<file path="config.mk">
export PLATFORM = sky130hd
export DESIGN_NAME = vertex_rasterize_fx_flat
export DESIGN_NICKNAME = d
export VERILOG_FILES = /design/src/rtl/vertex_rasterize_fx_if.sv /design/src/rtl/vertex_rasterize_fx.sv /design/src/flat_wrapper.sv
export SDC_FILE = /design/constraint.sdc
export NUM_CORES = 1
export LEC_CHECK = 0
export CORE_MARGIN = 8
export CORE_UTILIZATION = 40
export DETAILED_ROUTE_END_ITERATION = 10
export PLACE_DENSITY = 0.6
export SYNTH_ARGS = -nofsm -noshare
export SYNTH_HDL_FRONTEND = slang
export SYNTH_SLANG_ARGS = --single-unit
</file>
<file path="constraint.sdc">
create_clock -name clk -period 12.9 [get_ports clk]
set_input_delay 2.58 -clock clk [delete_from_list [all_inputs] [get_ports clk]]
set_output_delay 2.58 -clock clk [all_outputs]
set_load 0.01 [all_outputs]
</file>
<file path="src/rtl/vertex_rasterize_fx_if.sv">
`default_nettype none
// ============================================================================
//  Module      : vertex_rasterize_fx_if
//  Description : Vertex-in / raster-vertex-out stream bundle for the
//                fixed-point vertex rasterizer. The master drives vertices
//                and accepts raster output; the slave is the rasterizer.
//  Revision    : 1.0  initial release
// ============================================================================
interface vertex_rasterize_fx_if #(
  parameter int COORD_W   = 16,
  parameter int PIX_W     = 13,
  parameter int Z_W       = 16,
  parameter int NUM_VERTS = 3
);
  localparam int VIDX_W = (NUM_VERTS > 1) ? $clog2(NUM_VERTS) : 1;

  // Vertex input stream
  logic                      in_valid;
  logic                      in_ready;
  logic signed [COORD_W-1:0] in_ndc_x;
  logic signed [COORD_W-1:0] in_ndc_y;
  logic signed [Z_W-1:0]     in_z;

  // Raster vertex output stream
  logic                      out_valid;
  logic                      out_ready;
  logic signed [PIX_W-1:0]   out_x;
  logic signed [PIX_W-1:0]   out_y;
  logic signed [Z_W-1:0]     out_z;
  logic [VIDX_W-1:0]         out_vidx;
  logic                      out_last;
  logic signed [PIX_W-1:0]   bbox_min_x;
  logic signed [PIX_W-1:0]   bbox_max_x;
  logic signed [PIX_W-1:0]   bbox_min_y;
  logic signed [PIX_W-1:0]   bbox_max_y;
  logic                      cull;

  modport master (
    output in_valid, in_ndc_x, in_ndc_y, in_z, out_ready,
    input  in_ready, out_valid, out_x, out_y, out_z, out_vidx, out_last,
           bbox_min_x, bbox_max_x, bbox_min_y, bbox_max_y, cull
  );

  modport slave (
    input  in_valid, in_ndc_x, in_ndc_y, in_z, out_ready,
    output in_ready, out_valid, out_x, out_y, out_z, out_vidx, out_last,
           bbox_min_x, bbox_max_x, bbox_min_y, bbox_max_y, cull
  );
endinterface
`default_nettype wire

</file>
<file path="src/rtl/vertex_rasterize_fx.sv">
`default_nettype none
// ============================================================================
//  Module      : vertex_rasterize_fx
//  Description : Fixed-point NDC -> raster vertex converter. Two-stage pipe
//                (multiply, then shift/saturate/bbox) with a single global
//                enable for backpressure. Groups NUM_VERTS vertices into a
//                primitive and reports its bounding box and cull flag.
//  Revision    : 1.0  initial release
// ============================================================================
module vertex_rasterize_fx #(
  parameter int COORD_W   = 16,
  parameter int FRAC_W    = 14,
  parameter int PIX_W     = 13,
  parameter int Z_W       = 16,
  parameter int NUM_VERTS = 3
) (
  input  logic                 clk,
  input  logic                 rst,
  input  logic [PIX_W-2:0]     image_width,
  input  logic [PIX_W-2:0]     image_height,
  vertex_rasterize_fx_if.slave bus
);
  localparam int VIDX_W = (NUM_VERTS > 1) ? $clog2(NUM_VERTS) : 1;
  localparam int P_W    = COORD_W + 1 + PIX_W;

  localparam logic signed [COORD_W:0] C_ONE       = (COORD_W+1)'(64'sd1 <<< FRAC_W);
  localparam logic signed [P_W-1:0]   C_PIX_MAX   = P_W'((64'sd1 <<< (PIX_W-1)) - 64'sd1);
  localparam logic signed [P_W-1:0]   C_PIX_MIN   = ~C_PIX_MAX;
  localparam logic [VIDX_W-1:0]       C_LAST_IDX  = VIDX_W'(NUM_VERTS-1);
  localparam logic signed [Z_W-1:0]   C_Z_MIN     = {1'b1, {(Z_W-1){1'b0}}};
  localparam logic signed [Z_W-1:0]   C_Z_MAX     = {1'b0, {(Z_W-1){1'b1}}};

  // Clamp a full-precision shifted product into the signed raster range.
  function automatic logic signed [PIX_W-1:0] sat_pix(input logic signed [P_W-1:0] v);
    if (v > C_PIX_MAX)      return C_PIX_MAX[PIX_W-1:0];
    else if (v < C_PIX_MIN) return C_PIX_MIN[PIX_W-1:0];
    else                    return v[PIX_W-1:0];
  endfunction

  // Input side
  logic                    w_en, w_accept;
  logic [VIDX_W-1:0]       r_vcnt;
  logic [PIX_W-2:0]        r_lat_w, r_lat_h;
  logic [PIX_W-2:0]        w_dim_w, w_dim_h;
  logic signed [COORD_W:0] w_nx, w_ny_flip;
  logic signed [P_W-1:0]   w_prod_x, w_prod_y;

  // Stage 1 registers
  logic                    r_s1_valid;
  logic signed [P_W-1:0]   r_s1_px, r_s1_py;
  logic signed [Z_W-1:0]   r_s1_z;
  logic [VIDX_W-1:0]       r_s1_vidx;
  logic [PIX_W-2:0]        r_s1_w, r_s1_h;

  // Stage 2 combinational results
  logic signed [P_W-1:0]   w_sh_x, w_sh_y;
  logic signed [PIX_W-1:0] w_x, w_y;
  logic signed [Z_W-1:0]   w_z;
  logic signed [PIX_W-1:0] w_min_x, w_max_x, w_min_y, w_max_y;
  logic                    w_cull;

  // Stage 2 (output) registers
  logic                    r_out_valid;
  logic signed [PIX_W-1:0] r_out_x, r_out_y;
  logic signed [Z_W-1:0]   r_out_z;
  logic [VIDX_W-1:0]       r_out_vidx;
  logic                    r_out_last;
  logic signed [PIX_W-1:0] r_bmin_x, r_bmax_x, r_bmin_y, r_bmax_y;
  logic                    r_cull;

  assign w_en         = !r_out_valid || bus.out_ready;
  assign w_accept     = bus.in_valid && w_en;
  assign bus.in_ready = w_en;

  // Vertex 0 uses the live dimensions; later vertices use the latched copy.
  assign w_dim_w   = (r_vcnt == '0) ? image_width  : r_lat_w;
  assign w_dim_h   = (r_vcnt == '0) ? image_height : r_lat_h;
  assign w_nx      = {bus.in_ndc_x[COORD_W-1], bus.in_ndc_x};
  assign w_ny_flip = C_ONE - {bus.in_ndc_y[COORD_W-1], bus.in_ndc_y};
  assign w_prod_x  = P_W'(w_nx) * P_W'($signed({1'b0, w_dim_w}));
  assign w_prod_y  = P_W'(w_ny_flip) * P_W'($signed({1'b0, w_dim_h}));

  // Vertex counter and per-primitive dimension latch, stepped per accepted vertex.
  always_ff @(posedge clk or negedge rst) begin
    if (!rst) begin
      r_vcnt  <= '0;
      r_lat_w <= '0;
      r_lat_h <= '0;
    end else if (w_accept) begin
      r_vcnt <= (r_vcnt == C_LAST_IDX) ? '0 : r_vcnt + 1'b1;
      if (r_vcnt == '0) begin
        r_lat_w <= image_width;
        r_lat_h <= image_height;
      end
    end
  end

  // Stage 1: capture products, depth, index and the primitive's dimensions.
  always_ff @(posedge clk or negedge rst) begin
    if (!rst) begin
      r_s1_valid <= 1'b0;
      r_s1_px    <= '0;
      r_s1_py    <= '0;
      r_s1_z     <= '0;
      r_s1_vidx  <= '0;
      r_s1_w     <= '0;
      r_s1_h     <= '0;
    end else if (w_en) begin
      r_s1_valid <= bus.in_valid;
      if (bus.in_valid) begin
        r_s1_px   <= w_prod_x;
        r_s1_py   <= w_prod_y;
        r_s1_z    <= bus.in_z;
        r_s1_vidx <= r_vcnt;
        r_s1_w    <= w_dim_w;
        r_s1_h    <= w_dim_h;
      end
    end
  end

  // Stage 2 datapath: floor shift, saturate, negate depth, fold into bbox, cull.
  always_comb begin
    w_sh_x = r_s1_px >>> FRAC_W;
    w_sh_y = r_s1_py >>> FRAC_W;
    w_x    = sat_pix(w_sh_x);
    w_y    = sat_pix(w_sh_y);
    w_z    = (r_s1_z == C_Z_MIN) ? C_Z_MAX : -r_s1_z;
    if (r_s1_vidx == '0) begin
      w_min_x = w_x;
      w_max_x = w_x;
      w_min_y = w_y;
      w_max_y = w_y;
    end else begin
      w_min_x = (w_x < r_bmin_x) ? w_x : r_bmin_x;
      w_max_x = (w_x > r_bmax_x) ? w_x : r_bmax_x;
      w_min_y = (w_y < r_bmin_y) ? w_y : r_bmin_y;
      w_max_y = (w_y > r_bmax_y) ? w_y : r_bmax_y;
    end
    w_cull = (r_s1_w == '0) || (r_s1_h == '0) ||
             w_max_x[PIX_W-1] || (w_min_x >= $signed({1'b0, r_s1_w})) ||
             w_max_y[PIX_W-1] || (w_min_y >= $signed({1'b0, r_s1_h}));
  end

  // Stage 2 registers drive the outputs; bubbles clear valid but keep the bbox.
  always_ff @(posedge clk or negedge rst) begin
    if (!rst) begin
      r_out_valid <= 1'b0;
      r_out_x     <= '0;
      r_out_y     <= '0;
      r_out_z     <= '0;
      r_out_vidx  <= '0;
      r_out_last  <= 1'b0;
      r_bmin_x    <= '0;
      r_bmax_x    <= '0;
      r_bmin_y    <= '0;
      r_bmax_y    <= '0;
      r_cull      <= 1'b0;
    end else if (w_en) begin
      r_out_valid <= r_s1_valid;
      if (r_s1_valid) begin
        r_out_x    <= w_x;
        r_out_y    <= w_y;
        r_out_z    <= w_z;
        r_out_vidx <= r_s1_vidx;
        r_out_last <= (r_s1_vidx == C_LAST_IDX);
        r_bmin_x   <= w_min_x;
        r_bmax_x   <= w_max_x;
        r_bmin_y   <= w_min_y;
        r_bmax_y   <= w_max_y;
        r_cull     <= w_cull;
      end
    end
  end

  assign bus.out_valid  = r_out_valid;
  assign bus.out_x      = r_out_x;
  assign bus.out_y      = r_out_y;
  assign bus.out_z      = r_out_z;
  assign bus.out_vidx   = r_out_vidx;
  assign bus.out_last   = r_out_last;
  assign bus.bbox_min_x = r_bmin_x;
  assign bus.bbox_max_x = r_bmax_x;
  assign bus.bbox_min_y = r_bmin_y;
  assign bus.bbox_max_y = r_bmax_y;
  assign bus.cull       = r_cull;
endmodule
`default_nettype wire

</file>
<file path="src/flat_wrapper.sv">
// flat-port wrapper written by rule: the top's interface ports become plain ports
module vertex_rasterize_fx_flat 
#(
  parameter int COORD_W   = 16,
  parameter int FRAC_W    = 14,
  parameter int PIX_W     = 13,
  parameter int Z_W       = 16,
  parameter int NUM_VERTS = 3
)
  (clk, rst, image_width, image_height, bus_in_valid, bus_in_ndc_x, bus_in_ndc_y, bus_in_z, bus_out_ready, bus_in_ready, bus_out_valid, bus_out_x, bus_out_y, bus_out_z, bus_out_vidx, bus_out_last, bus_bbox_min_x, bus_bbox_max_x, bus_bbox_min_y, bus_bbox_max_y, bus_cull);
  vertex_rasterize_fx_if #(.COORD_W(COORD_W), .PIX_W(PIX_W), .Z_W(Z_W), .NUM_VERTS(NUM_VERTS)) bus_i ();
  input  logic clk;
  input  logic rst;
  input  logic [PIX_W-2:0] image_width;
  input  logic [PIX_W-2:0] image_height;
  input wire logic [$bits(bus_i.in_valid)-1:0] bus_in_valid;
  input wire logic [$bits(bus_i.in_ndc_x)-1:0] bus_in_ndc_x;
  input wire logic [$bits(bus_i.in_ndc_y)-1:0] bus_in_ndc_y;
  input wire logic [$bits(bus_i.in_z)-1:0] bus_in_z;
  input wire logic [$bits(bus_i.out_ready)-1:0] bus_out_ready;
  output wire logic [$bits(bus_i.in_ready)-1:0] bus_in_ready;
  output wire logic [$bits(bus_i.out_valid)-1:0] bus_out_valid;
  output wire logic [$bits(bus_i.out_x)-1:0] bus_out_x;
  output wire logic [$bits(bus_i.out_y)-1:0] bus_out_y;
  output wire logic [$bits(bus_i.out_z)-1:0] bus_out_z;
  output wire logic [$bits(bus_i.out_vidx)-1:0] bus_out_vidx;
  output wire logic [$bits(bus_i.out_last)-1:0] bus_out_last;
  output wire logic [$bits(bus_i.bbox_min_x)-1:0] bus_bbox_min_x;
  output wire logic [$bits(bus_i.bbox_max_x)-1:0] bus_bbox_max_x;
  output wire logic [$bits(bus_i.bbox_min_y)-1:0] bus_bbox_min_y;
  output wire logic [$bits(bus_i.bbox_max_y)-1:0] bus_bbox_max_y;
  output wire logic [$bits(bus_i.cull)-1:0] bus_cull;
  assign bus_i.in_valid = bus_in_valid;
  assign bus_i.in_ndc_x = bus_in_ndc_x;
  assign bus_i.in_ndc_y = bus_in_ndc_y;
  assign bus_i.in_z = bus_in_z;
  assign bus_i.out_ready = bus_out_ready;
  assign bus_in_ready = bus_i.in_ready;
  assign bus_out_valid = bus_i.out_valid;
  assign bus_out_x = bus_i.out_x;
  assign bus_out_y = bus_i.out_y;
  assign bus_out_z = bus_i.out_z;
  assign bus_out_vidx = bus_i.out_vidx;
  assign bus_out_last = bus_i.out_last;
  assign bus_bbox_min_x = bus_i.bbox_min_x;
  assign bus_bbox_max_x = bus_i.bbox_max_x;
  assign bus_bbox_min_y = bus_i.bbox_min_y;
  assign bus_bbox_max_y = bus_i.bbox_max_y;
  assign bus_cull = bus_i.cull;
  vertex_rasterize_fx #(.COORD_W(COORD_W), .FRAC_W(FRAC_W), .PIX_W(PIX_W), .Z_W(Z_W), .NUM_VERTS(NUM_VERTS)) u_core (.clk(clk), .rst(rst), .image_width(image_width), .image_height(image_height), .bus(bus_i));
endmodule
</file>
# Word level (Yosys, flattened, before mapping)
# Index checks and enable logic that the tools add are counted.
op_classes:
  mul: 2
  n_mux: 16
  magnitude_cmp: 10
  addsub: 3
  reduce_logical: 18
  eq_ne: 3
op_table:
  columns: ["op", "count"]
  rows:
  - ["13-bit two-way mux", 12]
  - ["17-bit by 13-bit multiplier with 30-bit output", 1]
  - ["16-bit by 13-bit multiplier with 29-bit output", 1]
  - ["13-bit >= comparator", 2]
  - ["13-bit greater-than comparator", 2]
  - ["13-bit < comparator", 2]
  - ["12-bit zero test", 2]
  - ["12-bit two-way mux", 2]
  - ["16-bit by 16-bit subtractor with 17-bit output, first input constant", 1]
  - ["16-bit equality test, second input constant", 1]
  - ["16-bit by 13-bit greater-than comparator with 1-bit output, second input constant", 1]
  - ["16-bit by 13-bit < comparator with 1-bit output, second input constant", 1]
  - ["16-bit two-way mux", 1]
  - ["16-bit negator", 1]
  - ["15-bit by 13-bit greater-than comparator with 1-bit output, second input constant", 1]
  - ["15-bit by 13-bit < comparator with 1-bit output, second input constant", 1]
  - ["1-bit logical OR", 6]
  - ["3-bit AND reduction", 2]
  - ["2-bit equality test, second input constant", 2]
  - ["2-bit zero test", 2]
  - ["2-bit AND reduction", 2]
  - ["2-bit nonzero test", 2]
  - ["2-bit by 1-bit adder with 2-bit output, second input constant", 1]
  - ["2-bit two-way mux", 1]
  - ["other kinds (2)", 2]
totals:
  reg_bits: 227
  output_inout_bits: 100
  wordCells: 75
  input_bits: 76

# Depth between registers and ports, before layout
logic_depth:
  ltp_word: 10
  depth_mapped: 29
  ltp_nobuf: 27

# Worst setup path after synthesis
# No wires, ideal clock.
synth_timing:
  kind: "input to register"
  start: "input bus_in_ndc_y[0]"
  end: "register u_core.r_s1_py[26]"
  n_path_buf: 2
  t_arrival_ns: 9.178
  path_slack_ns: 3.589
  t_required_ns: 12.767
  setup_ns: 0.133
  path_stages: 26
  path_cell_list: "clkbuf_1 inv_1 ha_1 inv_1 or3_1 or3_1 clkbuf_1 nand3b_1 a21oi_1 fa_1 inv_1 fa_1 inv_1 fa_1 fa_1 inv_1 fa_1 inv_1 ha_1 a21o_1 a21o_1 a21oi_1 o21ai_0 a221oi_1 xnor2_1 o21ai_0"
synth_via:
  elab_chain_len: 2
synth_lines:
  columns: ["element", "line", "source"]
  rows:
  - ["from (decl)", "flat_wrapper.sv:18", "input wire logic [$bits(bus_i.in_ndc_y)-1:0] bus_in_ndc_y;"]
  - ["16-bit by 16-bit subtractor with 17-bit output", "vertex_rasterize_fx.sv:79", "assign w_ny_flip = C_ONE - {bus.in_ndc_y[COORD_W-1], bus.in_ndc_y};"]
  - ["17-bit by 13-bit multiplier with 30-bit output", "vertex_rasterize_fx.sv:81", "assign w_prod_y = P_W'(w_ny_flip) * P_W'($signed({1'b0, w_dim_h}));"]
  - ["to (signal assigned)", "vertex_rasterize_fx.sv:112", "r_s1_py <= w_prod_y;"]
  - ["to (decl)", "vertex_rasterize_fx.sv:50", "logic signed [P_W-1:0] r_s1_px, r_s1_py;"]
# Every way passes these cells.
# A chain may end at the register's enable or synchronous reset.

# Worst setup path after layout
# Ends and elaborated chain as after synthesis.

==> impl_metrics.yaml <==
logic_synthesis:
  synth_area_leaders: "fa_1 31%, dfrtp_1 18%, ha_1 11%"
  synth_warnings: 0
  synth_top_area_cell: "fa_1"
  synth.distinct_cells: 66
  synthArstFlopShare_pct: 100
  synth_area_sq_um: 23900
  ys_seq_area_share_pct: 18.3
  yosysTopAreaCellShare_pct: 30.5
  syn_inst: 2630
  synthFlopType: "dfrtp_1"
  synth_edf_count: 0
  synth_fp_nets: 3274
  avgSynthCellArea_sq_um: 9.08
  ys_ff_latch: 175
status:
  status: "finished, final reports clean"
clock_network:
  cts_buffers: 17
  cts_hold_buffers: 0
  clk_path_buf_depth: 2
  cts_resized: 0
  cts_tree: "built"
  htree_levels: 4
  cts.clk_slew.worst_paths_ns: 0.07
  root_buffer: "clkbuf_16"
  insertion_delay_ns: 0.43
  postCtsSetupRepairBufs: 0
  cts_sinks: 175
grt:
  grt_pass1_wl_um: 104000
  grt_use_total_pct: 19.0
  antenna_found_initial: 0
  grt_max_degree: 113
  grt-ovfl-total: 0
  grt_pass1_vias: 19400
detailed_routing:
  drt-met1-wl_um: 28600
  wl_met3_um: 3080
  vias: 18100
  routed.top_layer: "met4"
  drt_iter0_markers: 853
  met2WireLength_um: 30500
  routedWlPerCell_um: 17.9
  ant_nets: 0
  route.detailed.drc: 0
  dr.pass1.iters: 5
  wl_um: 63500
  viasPerCell: 5.09
floorplan:
  fp-row-count: 89
  die_w_um: 260
  ios: 176
  die_area_sq_um: 67800
  core_sq_um: 59000
  start_util_pct: 40.5
  die-height_um: 260
sta:
  setup_viol: 0
  max_freq_mhz: 99.2
  slew_viol_final: 0
  fin_crit_sh_pct: 78.2
  worst_slew_pin_slew_ns: 1.25
  fin_setup_tns_ns: 0
  max_slew_margin_pct: 15.8
  min_period_ns: 10.08
  finClkSkew_ns: 0.0120
  rsz0062_at_grt: "false"
  hold_viol: 0
critical_path:
  crit_arrival_ns: 10.36
  cp.required_ns: 13.18
  slowest_delay_ns: 0.85
  worstSetupPathType: "primary input to flip-flop"
  cp_max_fo: 9
  critPathTopFamily: "adder cells"
  cpMaxStageDelayCell: "fa_1"
  endpoint_kind: "flip-flop"
  cpMostUsedCell: "inv_1"
  crit_path_start_kind: "primary input"
  crit_buf_inv: 7
placement:
  gp_congestion: 0.882
  place_inst: 3518
  dp_hpwl_um: 52100
  portBuffers: 175
finish:
  nFillCells: 5668
  final_common_cell: "inv_1"
  syn2layout_area_growth_pct: 13.8
  final_cells: 3549
  diodes: 0
  fin_nets: 3408
  drive_above_1_share_pct: 6.30
  ff_latch_area_sq_um: 4380
  multiInputGateArea_sq_um: 17200
  final_cell_mix: "522 x inv_1, 435 x nand2_1, 364 x fa_1"
min_path:
  hp-class: "flip-flop to flip-flop"
run:
  cap_violations: 0
-- per-stage QoR --
stage	hold WS, ns	util [%]	instance area (sq um)	setup slack (ns)
after floorplan	0.450	-	23900	3.59
after global placement	0.457	45.0	26500	2.62
after detailed placement	0.463	45.0	26500	2.37
after CTS	0.479	46.0	27200	2.82
after global routing	0.504	46.0	27200	2.31
final	0.472	46.0	27200	2.82
-- worst reg2reg max path, delay by kind of cell (launching register included) --
family / cells / cell delay (ns)
buffers and inverters: 5 / 0.76
flip-flops: 1 / 0.49
XOR/XNOR: 1 / 0.16
adder cells (fa/ha/maj): 6 / 3.39
AND/OR/NAND/NOR: 2 / 0.64
AO/OA/AOI/OAI: 6 / 1.20
multiplexers: 1 / 0.69
-- path summary, 6_finish.rpt --
check	start	endpoint	slack, ns	cells after the start
max reg2reg	u_core.r_vcnt[1]$_DFFE_PN0P_	u_core.r_s1_py[26]$_DFFE_PN0P_	5.41	21
min in group asynchronous	rst	u_core.r_s1_z[12]$_DFFE_PN0P_	2.31	1
min reg2reg	u_core.bus.out_y[9]$_DFFE_PN0P_	u_core.bus.out_y[9]$_DFFE_PN0P_	0.47	2
max	bus_in_ndc_y[0]	u_core.r_s1_py[26]$_DFFE_PN0P_	2.82	25
max in group asynchronous	rst	u_core.r_s1_py[18]$_DFFE_PN0P_	9.17	2
min	u_core.bus.out_y[9]$_DFFE_PN0P_	u_core.bus.out_y[9]$_DFFE_PN0P_	0.47	2
-- state kept, by name, indices dropped and copies added (netlist names), 12 cells and up --
signal,cells
u_core.bus.out_z,16
u_core.bus.bbox_min_x,13
u_core.r_s1_z,16
u_core.r_s1_py,16
u_core.r_lat_h,12
u_core.r_s1_px,15
u_core.bus.out_y,13
u_core.r_lat_w,12
u_core.bus.bbox_min_y,13
u_core.bus.bbox_max_y,13
u_core.bus.out_x,13
u_core.bus.bbox_max_x,13
-- cell usage after synthesis (50+ instances only) --
cell / n
a21oi_1: 52
and2_1: 52
clkbuf_1: 89
dfrtp_1: 175
fa_1: 364
ha_1: 204
inv_1: 522
mux2_2: 87
nand2_1: 436
nor2_1: 104
nor2b_1: 86
o21ai_0: 86
xnor2_1: 50
-- layer usage --
layer,up-vias,GRT usage (%)
met5,-,0
met3,87,2.47
li1,8437,-
met4,0,4.16
met1,9138,26.0
met2,407,32.1
-- layout make-up --
type	count	share of cell area, %
Sequential cell	175	16.1
Timing Repair Buffer	210	7.42
Multi-Input combinational cell	1838	63.4
Tap cell	773	3.56
Inverter	522	7.21
Clock inverter	10	0.686
Clock buffer	21	1.66
-- kinds of logic after synthesis --
logic type	count (synthesis)	share of synthesized area [%]
and+or+nand+nor	788	15.1
buffers and inverters	617	9.72
adders and majority gates	568	41.2
AOI/OAI and AO/OA	301	8.05
DFF	175	18.3
muxes	105	4.86
xor gates and xnor gates	76	2.79
Power is not shown: default switching activity piles up to over one toggle a cycle in this logic, so the estimate is an artifact.
